**src/rtl/olink_pkg.sv**
```systemverilog
// ============================================================================
// Module  : olink_pkg
// Purpose : Shared state encoding, default parameters and status-word layout
//           for the optical link bring-up controller.
// Rev     : 1.0  initial release
// ============================================================================
`default_nettype none

package olink_pkg;

    localparam int DEF_RST_PULSE = 16;
    localparam int DEF_TMO_W     = 20;
    localparam int DEF_COMMA_REQ = 8;
    localparam int DEF_BAD_LIMIT = 4;
    localparam int DEF_MAX_RETRY = 15;

    // FAIL shares the external code 7 with UP; bit 3 is what separates them.
    typedef enum logic [3:0] {
        ST_IDLE     = 4'd0,
        ST_WAIT_PLL = 4'd1,
        ST_TX_RST   = 4'd2,
        ST_WAIT_TX  = 4'd3,
        ST_RX_RST   = 4'd4,
        ST_WAIT_RX  = 4'd5,
        ST_ALIGN    = 4'd6,
        ST_UP       = 4'd7,
        ST_FAIL     = 4'd15
    } olink_state_e;

    localparam int STAT_STATE_LSB   = 0;
    localparam int STAT_STATE_W     = 3;
    localparam int STAT_RETRY_LSB   = 3;
    localparam int STAT_RETRY_W     = 4;
    localparam int STAT_LINK_UP_BIT = 7;
    localparam int STAT_FAIL_BIT    = 8;
    localparam int STAT_W           = 9;

    function automatic logic [STAT_W-1:0] pack_status(
        input logic [STAT_STATE_W-1:0] st,
        input logic [STAT_RETRY_W-1:0] retry,
        input logic                    up,
        input logic                    fl
    );
        logic [STAT_W-1:0] w;
        w = '0;
        w[STAT_STATE_LSB +: STAT_STATE_W] = st;
        w[STAT_RETRY_LSB +: STAT_RETRY_W] = retry;
        w[STAT_LINK_UP_BIT]               = up;
        w[STAT_FAIL_BIT]                  = fl;
        return w;
    endfunction

endpackage

`default_nettype wire

```
**src/rtl/olink_pulse_gen.sv**
```systemverilog
// ============================================================================
// Module  : olink_pulse_gen
// Purpose : Registered fixed-length pulse generator; o_last marks the final
//           high cycle so the owner can leave its state on the same edge.
// Rev     : 1.0  initial release
// ============================================================================
`default_nettype none

module olink_pulse_gen #(
    parameter int LEN = 16
) (
    input  logic clk,
    input  logic rst_n,
    input  logic i_start,
    input  logic i_abort,
    output logic o_pulse,
    output logic o_last
);

    localparam logic [7:0] C_LOAD = 8'(LEN - 1);

    logic       r_pulse;
    logic [7:0] r_cnt;

    always_ff @(posedge clk) begin
        if (!rst_n) begin
            r_pulse <= 1'b0;
            r_cnt   <= 8'd0;
        end else if (i_start) begin
            r_pulse <= 1'b1;
            r_cnt   <= C_LOAD;
        end else if (i_abort) begin
            r_pulse <= 1'b0;
            r_cnt   <= 8'd0;
        end else if (r_pulse) begin
            if (r_cnt == 8'd0) begin
                r_pulse <= 1'b0;
            end else begin
                r_cnt <= r_cnt - 8'd1;
            end
        end
    end

    assign o_pulse = r_pulse;
    assign o_last  = r_pulse && (r_cnt == 8'd0);

endmodule

`default_nettype wire

```
**src/rtl/olink_bringup_ctrl.sv**
```systemverilog
// ============================================================================
// Module  : olink_bringup_ctrl
// Purpose : Optical link bring-up sequencer: PLL wait, TX/RX soft reset,
//           comma alignment, link watch, with timeout/bad-data retries.
// Rev     : 1.0  initial release
// ============================================================================
`default_nettype none

module olink_bringup_ctrl
    import olink_pkg::*;
#(
    parameter int RST_PULSE = DEF_RST_PULSE,
    parameter int TMO_W     = DEF_TMO_W,
    parameter int COMMA_REQ = DEF_COMMA_REQ,
    parameter int BAD_LIMIT = DEF_BAD_LIMIT,
    parameter int MAX_RETRY = DEF_MAX_RETRY
) (
    input  logic       clk_125,
    input  logic       reset_n,
    input  logic       enable,
    input  logic       restart,
    input  logic       qpll_lock,
    input  logic       clk_link_lock,
    input  logic       tx_fsm_done,
    input  logic       rx_fsm_done,
    input  logic       link_ok,
    input  logic       comma_seen,
    output logic       soft_reset_tx,
    output logic       soft_reset_rx,
    output logic       link_up,
    output logic [2:0] state,
    output logic [3:0] retry_cnt,
    output logic       fail
);

    // Fires on the edge the counter would reach all-ones, so every wait
    // state lasts exactly 2^TMO_W-1 cycles before the retry.
    localparam logic [TMO_W-1:0] C_TMO_LAST   = {{(TMO_W-1){1'b1}}, 1'b0};
    localparam logic [7:0]       C_COMMA_LAST = 8'(COMMA_REQ - 1);
    localparam logic [7:0]       C_BAD_LAST   = 8'(BAD_LIMIT - 1);
    localparam logic [3:0]       C_MAX_RETRY  = 4'(MAX_RETRY);

    olink_state_e     r_state;
    logic [TMO_W-1:0] r_tmo;
    logic [7:0]       r_comma;
    logic [7:0]       r_bad;
    logic [3:0]       r_retry;
    logic             r_link_up;
    logic             r_fail;

    olink_state_e     w_next;
    olink_state_e     w_retry_tgt;
    logic             w_retry_evt;
    logic             w_lock;
    logic             w_timed;
    logic             w_tmo_hit;
    logic             w_tx_last;
    logic             w_rx_last;
    logic             w_changed;

    assign w_lock    = qpll_lock && clk_link_lock;
    assign w_timed   = (r_state == ST_WAIT_PLL) || (r_state == ST_WAIT_TX) ||
                       (r_state == ST_WAIT_RX)  || (r_state == ST_ALIGN);
    assign w_tmo_hit = w_timed && (r_tmo == C_TMO_LAST);
    assign w_changed = (w_next != r_state);

    always_comb begin
        w_next      = r_state;
        w_retry_evt = 1'b0;
        w_retry_tgt = ST_TX_RST;
        if (!enable) begin
            w_next = ST_IDLE;
        end else if (!w_lock && (r_state != ST_IDLE) && (r_state != ST_WAIT_PLL) &&
                     (r_state != ST_FAIL)) begin
            w_next = ST_WAIT_PLL;
        end else begin
            case (r_state)
                ST_IDLE:     w_next = ST_WAIT_PLL;
                ST_WAIT_PLL: begin
                    if (w_lock)         w_next = ST_TX_RST;
                    else if (w_tmo_hit) w_retry_evt = 1'b1;
                end
                ST_TX_RST:   if (w_tx_last) w_next = ST_WAIT_TX;
                ST_WAIT_TX: begin
                    if (tx_fsm_done)    w_next = ST_RX_RST;
                    else if (w_tmo_hit) w_retry_evt = 1'b1;
                end
                ST_RX_RST:   if (w_rx_last) w_next = ST_WAIT_RX;
                ST_WAIT_RX: begin
                    if (rx_fsm_done) begin
                        w_next = ST_ALIGN;
                    end else if (w_tmo_hit) begin
                        w_retry_evt = 1'b1;
                        w_retry_tgt = ST_RX_RST;
                    end
                end
                ST_ALIGN: begin
                    if (link_ok && comma_seen && (r_comma == C_COMMA_LAST)) w_next = ST_UP;
                    else if (w_tmo_hit) w_retry_evt = 1'b1;
                end
                ST_UP: begin
                    if (restart) begin
                        w_next = ST_TX_RST;
                    end else if (!link_ok && (r_bad == C_BAD_LAST)) begin
                        w_retry_evt = 1'b1;
                        w_retry_tgt = ST_RX_RST;
                    end
                end
                ST_FAIL:     if (restart) w_next = ST_TX_RST;
                default:     w_next = ST_IDLE;
            endcase
            if (w_retry_evt) begin
                w_next = (r_retry == C_MAX_RETRY) ? ST_FAIL : w_retry_tgt;
            end
        end
    end

    always_ff @(posedge clk_125) begin
        if (!reset_n) begin
            r_state   <= ST_IDLE;
            r_tmo     <= '0;
            r_comma   <= 8'd0;
            r_bad     <= 8'd0;
            r_retry   <= 4'd0;
            r_link_up <= 1'b0;
            r_fail    <= 1'b0;
        end else begin
            r_state   <= w_next;
            r_link_up <= (w_next == ST_UP);
            r_fail    <= (w_next == ST_FAIL);

            if (w_changed || !w_timed) r_tmo <= '0;
            else                       r_tmo <= r_tmo + 1'b1;

            if (w_changed || (r_state != ST_ALIGN) || !link_ok) r_comma <= 8'd0;
            else if (comma_seen)                               r_comma <= r_comma + 8'd1;

            if (w_changed || (r_state != ST_UP) || link_ok) r_bad <= 8'd0;
            else                                            r_bad <= r_bad + 8'd1;

            if (!enable) begin
                r_retry <= 4'd0;
            end else if ((w_next == ST_UP) && (r_state != ST_UP)) begin
                r_retry <= 4'd0;
            end else if ((r_state == ST_FAIL) && (w_next == ST_TX_RST)) begin
                r_retry <= 4'd0;
            end else if (w_retry_evt && (w_next != ST_FAIL) && (r_retry != 4'hF)) begin
                r_retry <= r_retry + 4'd1;
            end
        end
    end

    olink_pulse_gen #(.LEN(RST_PULSE)) u_tx_pulse (
        .clk     (clk_125),
        .rst_n   (reset_n),
        .i_start ((w_next == ST_TX_RST) && (r_state != ST_TX_RST)),
        .i_abort (w_next != ST_TX_RST),
        .o_pulse (soft_reset_tx),
        .o_last  (w_tx_last)
    );

    olink_pulse_gen #(.LEN(RST_PULSE)) u_rx_pulse (
        .clk     (clk_125),
        .rst_n   (reset_n),
        .i_start ((w_next == ST_RX_RST) && (r_state != ST_RX_RST)),
        .i_abort (w_next != ST_RX_RST),
        .o_pulse (soft_reset_rx),
        .o_last  (w_rx_last)
    );

    assign state     = r_state[2:0];
    assign retry_cnt = r_retry;
    assign link_up   = r_link_up;
    assign fail      = r_fail;

endmodule

`default_nettype wire

```
**config.mk**
```make
export PLATFORM = sky130hd
export DESIGN_NAME = olink_bringup_ctrl
export DESIGN_NICKNAME = d
export VERILOG_FILES = /design/src/rtl/olink_pkg.sv /design/src/rtl/olink_pulse_gen.sv /design/src/rtl/olink_bringup_ctrl.sv
export SDC_FILE = /design/constraint.sdc
export NUM_CORES = 1
export LEC_CHECK = 0
export CORE_UTILIZATION = 51
export DETAILED_ROUTE_END_ITERATION = 10
export PLACE_DENSITY = 0.7
export REMOVE_ABC_BUFFERS = 1
export SLEW_MARGIN = 10
export SYNTH_ARGS = -nofsm -noshare
export SYNTH_HDL_FRONTEND = slang
export SYNTH_HIERARCHICAL = 1
export SYNTH_SLANG_ARGS = --single-unit
export TNS_END_PERCENT = 20
```
**constraint.sdc**
```tcl
create_clock -name clk_125 -period 8.7 [get_ports clk_125]
set_clock_uncertainty 0.1 [all_clocks]
set_input_delay 1.74 -clock clk_125 [delete_from_list [all_inputs] [get_ports clk_125]]
set_output_delay 1.74 -clock clk_125 [all_outputs]
set_load 0.1 [all_outputs]
```
==> impl_results.rst, run 1 <==
.. list-table::
   :header-rows: 1

   * - Metric
     - Value
   * - Status
     - complete, no violations
   * - Worst hold-check path type
     - flop to flop
   * - Sum of buffers and inverters on the critical path
     - 1
   * - Count of max-cap constraint violations
     - 0
   * - Maximum root-to-sink buffer count
     - 2
   * - Syn Inst Count
     - roughly 420
   * - Initial antenna violation count
     - 0
   * - Share of final-layout standard cells stronger than drive strength 1
     - 14.9%
   * - Biggest cell delay along the critical path
     - 630 ps
   * - DIE WIDTH
     - 89.3 um
   * - Cells on worst reg2reg path
     - 8
   * - Top library cells by usage in the layout, fill and taps aside
     - sky130_fd_sc_hd__dfxtp_1 (64), sky130_fd_sc_hd__nor2_1 (25), sky130_fd_sc_hd__xor2_1 (22)
   * - Commonest non-fill, non-tap cell in the layout
     - sky130_fd_sc_hd__dfxtp_1
   * - Count of pins over their slew limit
     - 0
   * - Clock slew seen by the registers of the worst setup and hold paths
     - 70 ps
   * - Average via count per standard cell
     - roughly 6.1
   * - CP delay by family, top
     - simple AND/OR/NAND/NOR gates
   * - Clock insertion delay at the later pin of the skew report
     - around 340 ps
   * - Achievable clock frequency
     - 197 MHz
   * - Overflow left after global routing
     - 0
   * - Number of global-route vias before repair
     - 3024
   * - Ys Warns
     - 6
   * - Maximum vdd drop
     - 0.000118 V
   * - Synthesis-stage register bit count
     - 64
   * - Total of endpoints with negative setup slack in the final report
     - 0
   * - Average wire per standard cell
     - around 16 um
   * - Root buffer selected by CTS
     - sky130_fd_sc_hd__clkbuf_8
   * - Final Hold Fails
     - 0
   * - Number of cells on the critical path
     - 8
   * - Pin count of the biggest net entering global routing
     - 37
   * - Final Instance Count excl. Fillers
     - 535
   * - Die Footprint
     - 7970 um2
   * - RSZ-0062 raised after global routing
     - false
   * - Slowest library cell on the worst path
     - sky130_fd_sc_hd__nand4b_4
   * - CTS tree
     - done
   * - Leakage component of the power
     - roughly 0.0013 uW
   * - Combined area of all synthesized cells
     - between 3000 and 4000 um2
   * - Min setup slack post-route
     - about 3600 ps
   * - Inserted Diodes
     - 0
   * - Number of port buffers
     - 20
   * - Final period util
     - about three fifths
   * - Worst endpoint data arrival time
     - 5210 ps
   * - Standard cell core area
     - 7290 um2
   * - Detailed Routing Iterations Pass 1
     - 4
   * - Count of distinct cell types in the synthesized netlist
     - between 60 and 70
   * - Row cnt
     - 31
   * - Post-CTS setup buffer count
     - 0
   * - Tot Pwr
     - 652 uW
   * - Initial core utilization
     - between 50% and 60%
   * - Detailed-route wire length
     - 8.31 mm
   * - Hold depth
     - 2
   * - Wire length of the first global-routing pass
     - about 14 mm
   * - Top FF cell, synth
     - sky130_fd_sc_hd__dfxtp_1
   * - Syn-to-layout area delta
     - 11.2%
   * - TNS Setup
     - 0 ps
   * - Mean cell area of the mapped netlist
     - roughly 9 um2
   * - Via Count
     - between 3000 and 4000
   * - Worst Setup End Kind
     - flop
   * - Sinks on Clock Net
     - between 60 and 70
   * - Number of flops mapped to enable cells by yosys
     - 0
   * - Critical path, cell by cell
     - clkdlybuf4s50_1 -> or4_1 -> nor4_1 -> nor4_4 -> a221oi_4 -> xnor2_1 -> nand4b_4 -> nor4_2
   * - Layout net count
     - 450
   * - Die height
     - 89.3 um
   * - Drt first-iter violations
     - 202
   * - Global-route usage over all layers
     - between 20% and 30%
   * - CTS H-Tree Depth
     - 3
   * - Fraction of the yosys area taken by sequential cells
     - about a third
   * - Largest driver fanout on the critical path
     - 36
   * - Remaining design rule violation count
     - 0
   * - Setup WS pre-CTS
     - between 3000 and 4000 ps
   * - Global placer's final weighted congestion
     - between 0.8 and 0.9
   * - Number of instances in the placed design
     - 519
   * - Clock period minus worst slack
     - approximately 5000 ps
   * - Number of hold buffers added after cts
     - 0
   * - Residual antenna-violating net count after detailed routing
     - 0
   * - Number of buffers created by CTS
     - 9
   * - Sum of net half-perimeters after detailed placement
     - ~5.7 mm
   * - Relative slew slack
     - 35.5%
   * - Slew at the pin with the worst max-slew slack
     - just under 1000 ps
   * - Power density cells
     - roughly 150 nW/um2
   * - IO Count
     - 21
   * - Share of flip-flops with an asynchronous set or reset
     - 0%
   * - Post-cts resize count
     - 0
   * - Critical path required time
     - 8840 ps
   * - Critical path class
     - input pin to flop
   * - CP Launch Type
     - input pin
[final cells by class]
cell class | count | area [um2]
fill | 710 | 2970
multi-input combinational | 315 | 2380
sequential | 64 | 1280
timing repair buffer | 21 | 208
clock buffer | 11 | 151
tap | 99 | 124
clock inverter | 5 | 103
inverter | 20 | 75.1
[synth_stat cells, types with 9 or more instances]
master                    count  share of area [%]
sky130_fd_sc_hd__xnor2_1     13                2.9
sky130_fd_sc_hd__or4_1       13                2.5
sky130_fd_sc_hd__o21ai_0      9                1.2
sky130_fd_sc_hd__ha_1         9                2.9
sky130_fd_sc_hd__dfxtp_1     64                 33
sky130_fd_sc_hd__nand2_1     20                1.9
sky130_fd_sc_hd__xor2_1      22                5.0
sky130_fd_sc_hd__nor3_1      19                2.4
sky130_fd_sc_hd__a21oi_1     18                2.3
sky130_fd_sc_hd__nor2_1      25                2.4
sky130_fd_sc_hd__nand3_1     19                2.4
sky130_fd_sc_hd__nand4_1     10                1.6
sky130_fd_sc_hd__inv_1       19                1.8
sky130_fd_sc_hd__nor4_2      20                6.4
[where the power goes]
part	internal [uW]	total [uW]	switching, uW
combinational	11.4	35.0	23.6
sequential	294	296	2.02
clock	205	321	116
total	510	652	141
[metrics by stage]
step                util (%)  hold slack (ps)  instance area (um2)
finish                  59.2              400                 4320
detailed placement      55.7              392                 4070
CTS                     59.2              401                 4320
global route            59.2              420                 4320
global placement        55.7              388                 4070
floorplan                  -              365                 3730
[worst register-to-register path: stages (launching register included)]
cell and delay (ps):
sky130_fd_sc_hd__dfxtp_1 410, sky130_fd_sc_hd__ha_1 270, sky130_fd_sc_hd__or4b_1 490, sky130_fd_sc_hd__nor4_1 570, sky130_fd_sc_hd__nor4_4 130, sky130_fd_sc_hd__a221oi_4 380
sky130_fd_sc_hd__xnor2_1 220, sky130_fd_sc_hd__nand4b_4 630, sky130_fd_sc_hd__nor4_2 480
[registers in the layout (all words and copies together) (netlist names)]
name / count
r_tmo: 20
r_bad: 8
r_comma: 8
u_rx_pulse/r_cnt: 8
u_tx_pulse/r_cnt: 8
r_state: 4
retry_cnt: 4
fail: 1
link_up: 1
u_rx_pulse/o_pulse: 1
u_tx_pulse/o_pulse: 1
[layer usage]
metal	vias up	wire length, um	GRT usage (%)	share of wire, %
met1	1564	3810	26.9	46
met4	0	114	6.20	1.4
met5	-	0	0	0
met2	60	4080	38.0	49
met3	14	305	6.00	3.7
li1	1620	-	-	-
[cell families after synthesis]
kind of cell | after synthesis | share of synthesized area, %
and+or+nand+nor | 186 | 33.2
AOI/OAI and AO/OA | 83 | 16.8
DFF | 64 | 33.0
buffers and inverters | 42 | 5.77
xor gates and xnor gates | 35 | 7.90
adders and majority gates | 9 | 2.90
muxes | 2 | 0.516
[final timing paths]
check	from	endpoint	slack, ps
setup / recovery	restart	r_tmo[16]	3630
hold / removal	u_rx_pulse/r_cnt[7]	u_rx_pulse/r_cnt[7]	400
setup reg to reg	r_bad[0]	r_tmo[16]	4930
hold reg to reg	u_rx_pulse/r_cnt[7]	u_rx_pulse/r_cnt[7]	400
Power figures use the tool's default switching activity.
==> run 2, diff against run 1 <==
==> constraint.sdc (replaced) <==
create_clock -name clk_125 -period 4.8 [get_ports clk_125]
set_clock_uncertainty 0.1 [all_clocks]
set_input_delay 0.96 -clock clk_125 [delete_from_list [all_inputs] [get_ports clk_125]]
set_output_delay 0.96 -clock clk_125 [all_outputs]
set_load 0.1 [all_outputs]
==> impl_results.rst, run 2 (synthesized netlist as in run 1, its figures left out) <==
.. list-table::
   :header-rows: 1

   * - Metric
     - Value
   * - P_int
     - 804 uW (was 510 uW)
   * - TNS Setup
     - 0 ps (unchanged)
   * - Clock slew seen by the registers of the worst setup and hold paths
     - 70 ps (about the same)
   * - Final Hold Fails
     - 0 (unchanged)
   * - Final period util
     - between 80% and 90%
   * - Number of buffers created by CTS
     - 9 (unchanged)
   * - Wire length of the first global-routing pass
     - 13.3 mm (was 13.8 mm)
   * - Worst hold margin
     - 395 ps (was 400 ps)
   * - Count of pins over their slew limit
     - 0 (unchanged)
   * - Leakage component of the power
     - 0.00134 uW (was 0.00135 uW)
   * - Number of global-route vias before repair
     - 2915 (was 3024)
   * - Average wire per standard cell
     - 15.2 um (was 15.5 um)
   * - Net Sw Power
     - 241 uW (was 141 uW)
   * - Min setup slack post-route
     - 791 ps (was 3630 ps)
   * - Initial core utilization
     - 53.2% (unchanged)
   * - CTS H-Tree Depth
     - 3 (unchanged)
   * - Destination of the worst hold path
     - u_tx_pulse/r_cnt[7] (was u_rx_pulse/r_cnt[7])
   * - Clock insertion delay at the later pin of the skew report
     - 340 ps (about the same)
   * - Share of total power in combinational logic
     - 6.3% (was 5.4%)
   * - CTS tree
     - done (unchanged)
   * - Top library cells by usage in the layout, fill and taps aside
     - sky130_fd_sc_hd__dfxtp_1 (64), sky130_fd_sc_hd__nor2_1 (25), sky130_fd_sc_hd__xor2_1 (22) (unchanged)
   * - Sinks on Clock Net
     - 64 (unchanged)
   * - Share of total power consumed by net switching
     - 23.1% (was 21.7%)
   * - Commonest non-fill, non-tap cell in the layout
     - sky130_fd_sc_hd__dfxtp_1 (unchanged)
   * - Sum of net half-perimeters after detailed placement
     - 5.90 mm (was 5.70 mm)
   * - Initial antenna violation count
     - 0 (unchanged)
   * - Worst Setup End Kind
     - flop (unchanged)
   * - Detailed Routing Iterations Pass 1
     - 4 (unchanged)
   * - Worst hold-check path type
     - flop to flop (unchanged)
   * - Hold depth
     - 2 (unchanged)
   * - Drt first-iter violations
     - 198 (was 202)
   * - Global-route usage over all layers
     - 21.7% (was 22.0%)
   * - Setup WS pre-CTS
     - 480 ps (was 3310 ps)
   * - Relative slew slack
     - 35.4% (was 35.5%)
   * - Capture point of the worst reg-to-reg path
     - u_tx_pulse/r_cnt[5] (was r_tmo[16])
   * - Maximum root-to-sink buffer count
     - 2 (unchanged)
   * - Standard cell core area
     - 7290 um2 (unchanged)
   * - Status
     - complete, no violations (unchanged)
   * - Total of endpoints with negative setup slack in the final report
     - 0 (unchanged)
   * - Reg-to-reg startpoint
     - r_state[2] (was r_bad[0])
   * - IO Count
     - 21 (unchanged)
   * - Post-CTS setup buffer count
     - 0 (unchanged)
   * - Critical path required time
     - 4920 ps (was 8840 ps)
   * - Layout net count
     - 455 (was 450)
   * - Syn-to-layout area delta
     - 10.5% (was 11.2%)
   * - Reg2Reg Setup Slack
     - 1200 ps (was 4930 ps)
   * - Number of port buffers
     - 20 (unchanged)
   * - Clock period minus worst slack
     - roughly 4000 ps
   * - Share of final-layout standard cells stronger than drive strength 1
     - 15.5% (was 14.9%)
   * - Count of max-cap constraint violations
     - 0 (unchanged)
   * - Achievable clock frequency
     - 249 MHz
   * - Post-cts resize count
     - 0 (unchanged)
   * - Pin count of the biggest net entering global routing
     - 23 (was 37)
   * - DIE WIDTH
     - 89.3 um (unchanged)
   * - Residual antenna-violating net count after detailed routing
     - 0 (unchanged)
   * - Average via count per standard cell
     - 5.97 (was 6.09)
   * - CP Launch Type
     - input pin (unchanged)
   * - Critical path class
     - input pin to flop (unchanged)
   * - Power density cells
     - 244 nW/um2 (was 151 nW/um2)
   * - Root buffer selected by CTS
     - sky130_fd_sc_hd__clkbuf_8 (unchanged)
   * - Number of hold buffers added after cts
     - 0 (unchanged)
   * - Global placer's final weighted congestion
     - 0.883 (was 0.847)
   * - Reg power frac
     - 51.3% (was 45.3%)
   * - Overflow left after global routing
     - 0 (unchanged)
   * - Die Footprint
     - 7970 um2 (unchanged)
   * - RSZ-0062 raised after global routing
     - false (unchanged)
   * - Inserted Diodes
     - 0 (unchanged)
   * - Cells on worst reg2reg path
     - 8 (unchanged)
   * - Row cnt
     - 31 (unchanged)
   * - Die height
     - 89.3 um (unchanged)
   * - Via Count
     - 3217 (was 3258)
   * - Largest driver fanout on the critical path
     - 10 (was 36)
   * - Slew at the pin with the worst max-slew slack
     - 966 ps (was 964 ps)
   * - Worst endpoint data arrival time
     - 4130 ps (was 5210 ps)
   * - Clock share of power
     - 42.4% (was 49.3%)
   * - Worst Min Path Start
     - u_tx_pulse/r_cnt[7] (was u_rx_pulse/r_cnt[7])
   * - Remaining design rule violation count
     - 0 (unchanged)
   * - Detailed-route wire length
     - 8.18 mm (was 8.31 mm)
   * - Maximum vdd drop
     - 0.000213 V (was 0.000118 V)
   * - Register bank with the most flops
     - r_tmo (unchanged)
   * - Number of flip-flops under the largest register name
     - 20 (unchanged)
## run 2: cell count changes in the layout (fill, tap and decap cells not counted), sizes merged
cell,change
clkinv,+2
bufinv,-2
buf,+5
clkinvlp,-1
## run 2: routing by layer
metal | global-route usage [%] | up-vias | wire length [um]
li1 | - | 1634 | -
met1 | 27.0 | 1497 | 3690
met2 | 37.4 | 76 | 4040
met3 | 4.43 | 10 | 337
met4 | 7.65 | 0 | 104
met5 | 0 | - | 0
## run 2: area by class of cell
class	instances	area, um2
Clock buffer	11	141
Clock inverter	4	45.0
Fill cell	701	3000
Inverter	20	75.1
Multi-Input combinational cell	315	2380
Sequential cell	64	1280
Tap cell	99	124
Timing Repair Buffer	26	245
## run 2: power by group through the flow
stage	combinational (uW)	clock, uW	sequential, uW
2_1_floorplan	34.9	0	552
3_3_place_gp	64.8	0	548
3_5_place_dp	65.4	0	548
4_1_cts	65.6	454	536
5_1_grt	70.7	477	536
6_report	65.8	443	536
## run 2: metrics by stage
step	instances	total power (uW)	util [%]	instance area, um2
2_1_floorplan	399	587	-	3730
3_3_place_gp	524	613	56.3	4100
3_5_place_dp	524	613	56.3	4100
4_1_cts	539	1060	58.8	4290
5_1_grt	539	1080	58.8	4290
6_report	539	1040	58.8	4290
## run 2: worst max-delay path by stage
stage,startpoint,endpoint,cells after the start
floorplan,r_state[0],r_bad[2],7
global placement,restart,u_tx_pulse/r_cnt[5],8
detailed placement,rx_fsm_done,u_tx_pulse/r_cnt[5],9
CTS,rx_fsm_done,u_tx_pulse/r_cnt[5],9
global route,rx_fsm_done,u_tx_pulse/r_cnt[6],10
finish,restart,u_rx_pulse/r_cnt[6],10
## run 2: critical path: stages
cell	delay, ps
sky130_fd_sc_hd__clkdlybuf4s50_1	550
sky130_fd_sc_hd__or4_1	580
sky130_fd_sc_hd__or4_1	500
sky130_fd_sc_hd__o31ai_1	110
sky130_fd_sc_hd__a21o_1	190
sky130_fd_sc_hd__or2_1	240
sky130_fd_sc_hd__nand3_1	300
sky130_fd_sc_hd__a31oi_1	400
sky130_fd_sc_hd__or3_1	260
sky130_fd_sc_hd__a21oi_1	50
==> run 3, diff against run 2 <==
==> constraint.sdc (replaced) <==
create_clock -name clk_125 -period 3.7 [get_ports clk_125]
set_clock_uncertainty 0.1 [all_clocks]
set_input_delay 0.74 -clock clk_125 [delete_from_list [all_inputs] [get_ports clk_125]]
set_output_delay 0.74 -clock clk_125 [all_outputs]
set_load 0.1 [all_outputs]
==> impl_results.rst, run 3 (synthesized netlist as in run 1, its figures left out) <==
.. list-table::
   :header-rows: 1

   * - Metric
     - Value
   * - DIE WIDTH
     - 89.3 um (unchanged)
   * - Root buffer selected by CTS
     - sky130_fd_sc_hd__clkbuf_8 (unchanged)
   * - Die height
     - 89.3 um (unchanged)
   * - Reg2Reg Setup Slack
     - 410 ps (was 1200 ps)
   * - Critical path required time
     - 3860 ps (was 4920 ps)
   * - Worst hold-check path type
     - flop to flop (unchanged)
   * - Residual antenna-violating net count after detailed routing
     - 0 (unchanged)
   * - CTS tree
     - done (unchanged)
   * - Reg-to-reg startpoint
     - r_state[1] (was r_state[2])
   * - Row cnt
     - 31 (unchanged)
   * - Detailed-route wire length
     - 8.39 mm (was 8.18 mm)
   * - Worst Setup End Kind
     - flop (unchanged)
   * - Sum of net half-perimeters after detailed placement
     - 6.08 mm (was 5.90 mm)
   * - Leakage component of the power
     - 0.00150 uW (was 0.00134 uW)
   * - IO Count
     - 21 (unchanged)
   * - Largest driver fanout on the critical path
     - 9 (was 10)
   * - Maximum root-to-sink buffer count
     - 2 (unchanged)
   * - CP Launch Type
     - input pin (unchanged)
   * - Wire length of the first global-routing pass
     - 13.7 mm (was 13.3 mm)
   * - Count of max-cap constraint violations
     - 0 (unchanged)
   * - Worst endpoint data arrival time
     - 3730 ps (was 4130 ps)
   * - Critical path class
     - input pin to flop (unchanged)
   * - Hold depth
     - 2 (unchanged)
   * - Biggest cell delay along the critical path
     - 610 ps (was 580 ps)
   * - Final Hold Fails
     - 0 (unchanged)
   * - Count of pins over their slew limit
     - 0 (unchanged)
   * - Clock period minus worst slack
     - about 3600 ps
   * - Slew at the pin with the worst max-slew slack
     - 972 ps (was 966 ps)
   * - Final period util
     - 96.4%
   * - Top library cells by usage in the layout, fill and taps aside
     - sky130_fd_sc_hd__dfxtp_1 (64), sky130_fd_sc_hd__buf_4 (37), sky130_fd_sc_hd__nor2_1 (25) (was sky130_fd_sc_hd__dfxtp_1 (64), sky130_fd_sc_hd__nor2_1 (25), sky130_fd_sc_hd__xor2_1 (22))
   * - Commonest non-fill, non-tap cell in the layout
     - sky130_fd_sc_hd__dfxtp_1 (unchanged)
   * - Share of final-layout standard cells stronger than drive strength 1
     - 22.2% (was 15.5%)
   * - Overflow left after global routing
     - 0 (unchanged)
   * - Critical path, cell by cell
     - clkdlybuf4s50_1 -> or4b_1 -> or2_1 -> a311oi_4 -> a211oi_1 -> or2_1 -> or4b_4 -> or3_4 -> a21oi_1 (was clkdlybuf4s50_1 -> or4_1 -> or4_1 -> o31ai_1 -> a21o_1 -> or2_1 -> nand3_1 -> a31oi_1 -> or3_1 -> a21oi_1)
   * - Average via count per standard cell
     - 5.83 (was 5.97)
   * - Initial core utilization
     - 53.2% (unchanged)
   * - Initial antenna violation count
     - 0 (unchanged)
   * - Drt first-iter violations
     - 123 (was 198)
   * - CTS H-Tree Depth
     - 3 (unchanged)
   * - Clock slew seen by the registers of the worst setup and hold paths
     - 70 ps (about the same)
   * - Global-route usage over all layers
     - 22.0% (was 21.7%)
   * - Via Count
     - 3329 (was 3217)
   * - Remaining design rule violation count
     - 0 (unchanged)
   * - Worst Min Path Start
     - u_rx_pulse/r_cnt[7] (was u_tx_pulse/r_cnt[7])
   * - Average wire per standard cell
     - 14.7 um (was 15.2 um)
   * - Maximum vdd drop
     - 0.000333 V (was 0.000213 V)
   * - Post-CTS setup buffer count
     - 0 (unchanged)
   * - TNS Setup
     - 0 ps (unchanged)
   * - Number of filler cells placed in the layout
     - 672 (was 701)
   * - Number of buffers created by CTS
     - 9 (unchanged)
   * - Status
     - complete, no violations (unchanged)
   * - Capture point of the worst reg-to-reg path
     - u_tx_pulse/r_cnt[4] (was u_tx_pulse/r_cnt[5])
   * - Standard cell core area
     - 7290 um2 (unchanged)
   * - Relative slew slack
     - 35.0% (was 35.4%)
   * - Number of global-route vias before repair
     - 3058 (was 2915)
   * - Sinks on Clock Net
     - 64 (unchanged)
   * - Achievable clock frequency
     - about 280 MHz
   * - Power density cells
     - 291 nW/um2 (was 244 nW/um2)
   * - Number of hold buffers added after cts
     - 0 (unchanged)
   * - Area of the multi-input gates
     - 2380 um2 (about the same)
   * - Pin count of the biggest net entering global routing
     - 37 (was 23)
   * - Slowest library cell on the worst path
     - sky130_fd_sc_hd__or4b_4 (was sky130_fd_sc_hd__or4_1)
   * - Syn-to-layout area delta
     - 17.0% (was 10.5%)
   * - Global placer's final weighted congestion
     - 0.867 (was 0.883)
   * - Destination of the worst hold path
     - u_rx_pulse/r_cnt[7] (was u_tx_pulse/r_cnt[7])
   * - Layout net count
     - 486 (was 455)
   * - Number of flip-flops under the largest register name
     - 20 (unchanged)
   * - CP dominant cell by count
     - sky130_fd_sc_hd__or2_1 (was sky130_fd_sc_hd__or4_1)
   * - Clock insertion delay at the later pin of the skew report
     - 340 ps (about the same)
   * - Layout Utilization
     - 62.3% (was 58.8%)
   * - Total of endpoints with negative setup slack in the final report
     - 0 (unchanged)
   * - Area of all sequential standard cells
     - 1280 um2 (unchanged)
   * - Die Footprint
     - 7970 um2 (unchanged)
   * - Inserted Diodes
     - 0 (unchanged)
   * - Cells on worst reg2reg path
     - 8 (unchanged)
   * - Detailed Routing Iterations Pass 1
     - 4 (unchanged)
   * - Register bank with the most flops
     - r_tmo (unchanged)
   * - Tot Pwr
     - 1320 uW (was 1040 uW)
   * - Number of port buffers
     - 20 (unchanged)
## run 3: changes by cell type in the layout (fill, tap and decap cells not counted), sizes merged
cell / change
clkinvlp: +2
buf: +34
bufinv: -1
clkdlybuf4s50: -3
clkbuf: -2
clkinv: +1
inv: +1
## run 3: where the power goes
group / leakage, uW / switching (uW) / internal, uW
logic: 0.000897 / 60.3 / 44.7
registers: 0.000516 / 4.37 / 690
clock network: 0.0000854 / 279 / 242
## run 3: worst max-delay path by stage
stage | startpoint | to | slack [ps] | cells after the start
after floorplan | r_state[0] | r_bad[2] | -290 | 7
after global placement | rx_fsm_done | u_tx_pulse/r_cnt[5] | -210 | 9
after detailed placement | rx_fsm_done | u_tx_pulse/r_cnt[4] | -250 | 9
after CTS | rx_fsm_done | u_tx_pulse/r_cnt[4] | 100 | 9
after global routing | rx_fsm_done | u_tx_pulse/r_cnt[6] | -9 | 10
final | rx_fsm_done | u_tx_pulse/r_cnt[4] | 130 | 9
## run 3: cell type report
class,instances,share of cell area (%)
clock buffers,9,2.73
clock inverters,7,1.05
inverters,20,1.65
multi-input cells,315,52.5
flip-flops and latches,64,28.2
well taps,99,2.73
repair buffers,57,11.2
## run 3: repair_timing
action | 4_1_cts | 5_1_grt
setup endpoints to repair | 0 | 2
hold endpoints to repair | 0 | 0
resized for setup | 0 | 1
## run 3: critical path, delay by kind of cell
| kind | cells | cell delay [ps] |
|---|---|---|
| compound gates | 3 | 480 |
| buf+inv | 1 | 430 |
| simple gates | 5 | 2090 |
## run 3: layer usage
| layer | part of all wire (%) | GRT usage (%) | wire, um |
|---|---|---|---|
| met1 | 46 | 27.3 | 3860 |
| met2 | 48 | 36.6 | 4040 |
| met3 | 3.9 | 4.89 | 327 |
| met4 | 2.0 | 9.52 | 170 |
| met5 | 0 | 0 | 0 |
## run 3: per-stage QoR
stage / hold slack [ps] / setup slack [ps] / instance area (um2) / instances
after floorplan: 365 / -291 / 3730 / 399
after global placement: 381 / -214 / 4370 / 555
after detailed placement: 387 / -254 / 4370 / 555
after CTS: 395 / 104 / 4540 / 571
after global routing: 423 / -9.24 / 4540 / 571
final: 395 / 134 / 4540 / 571
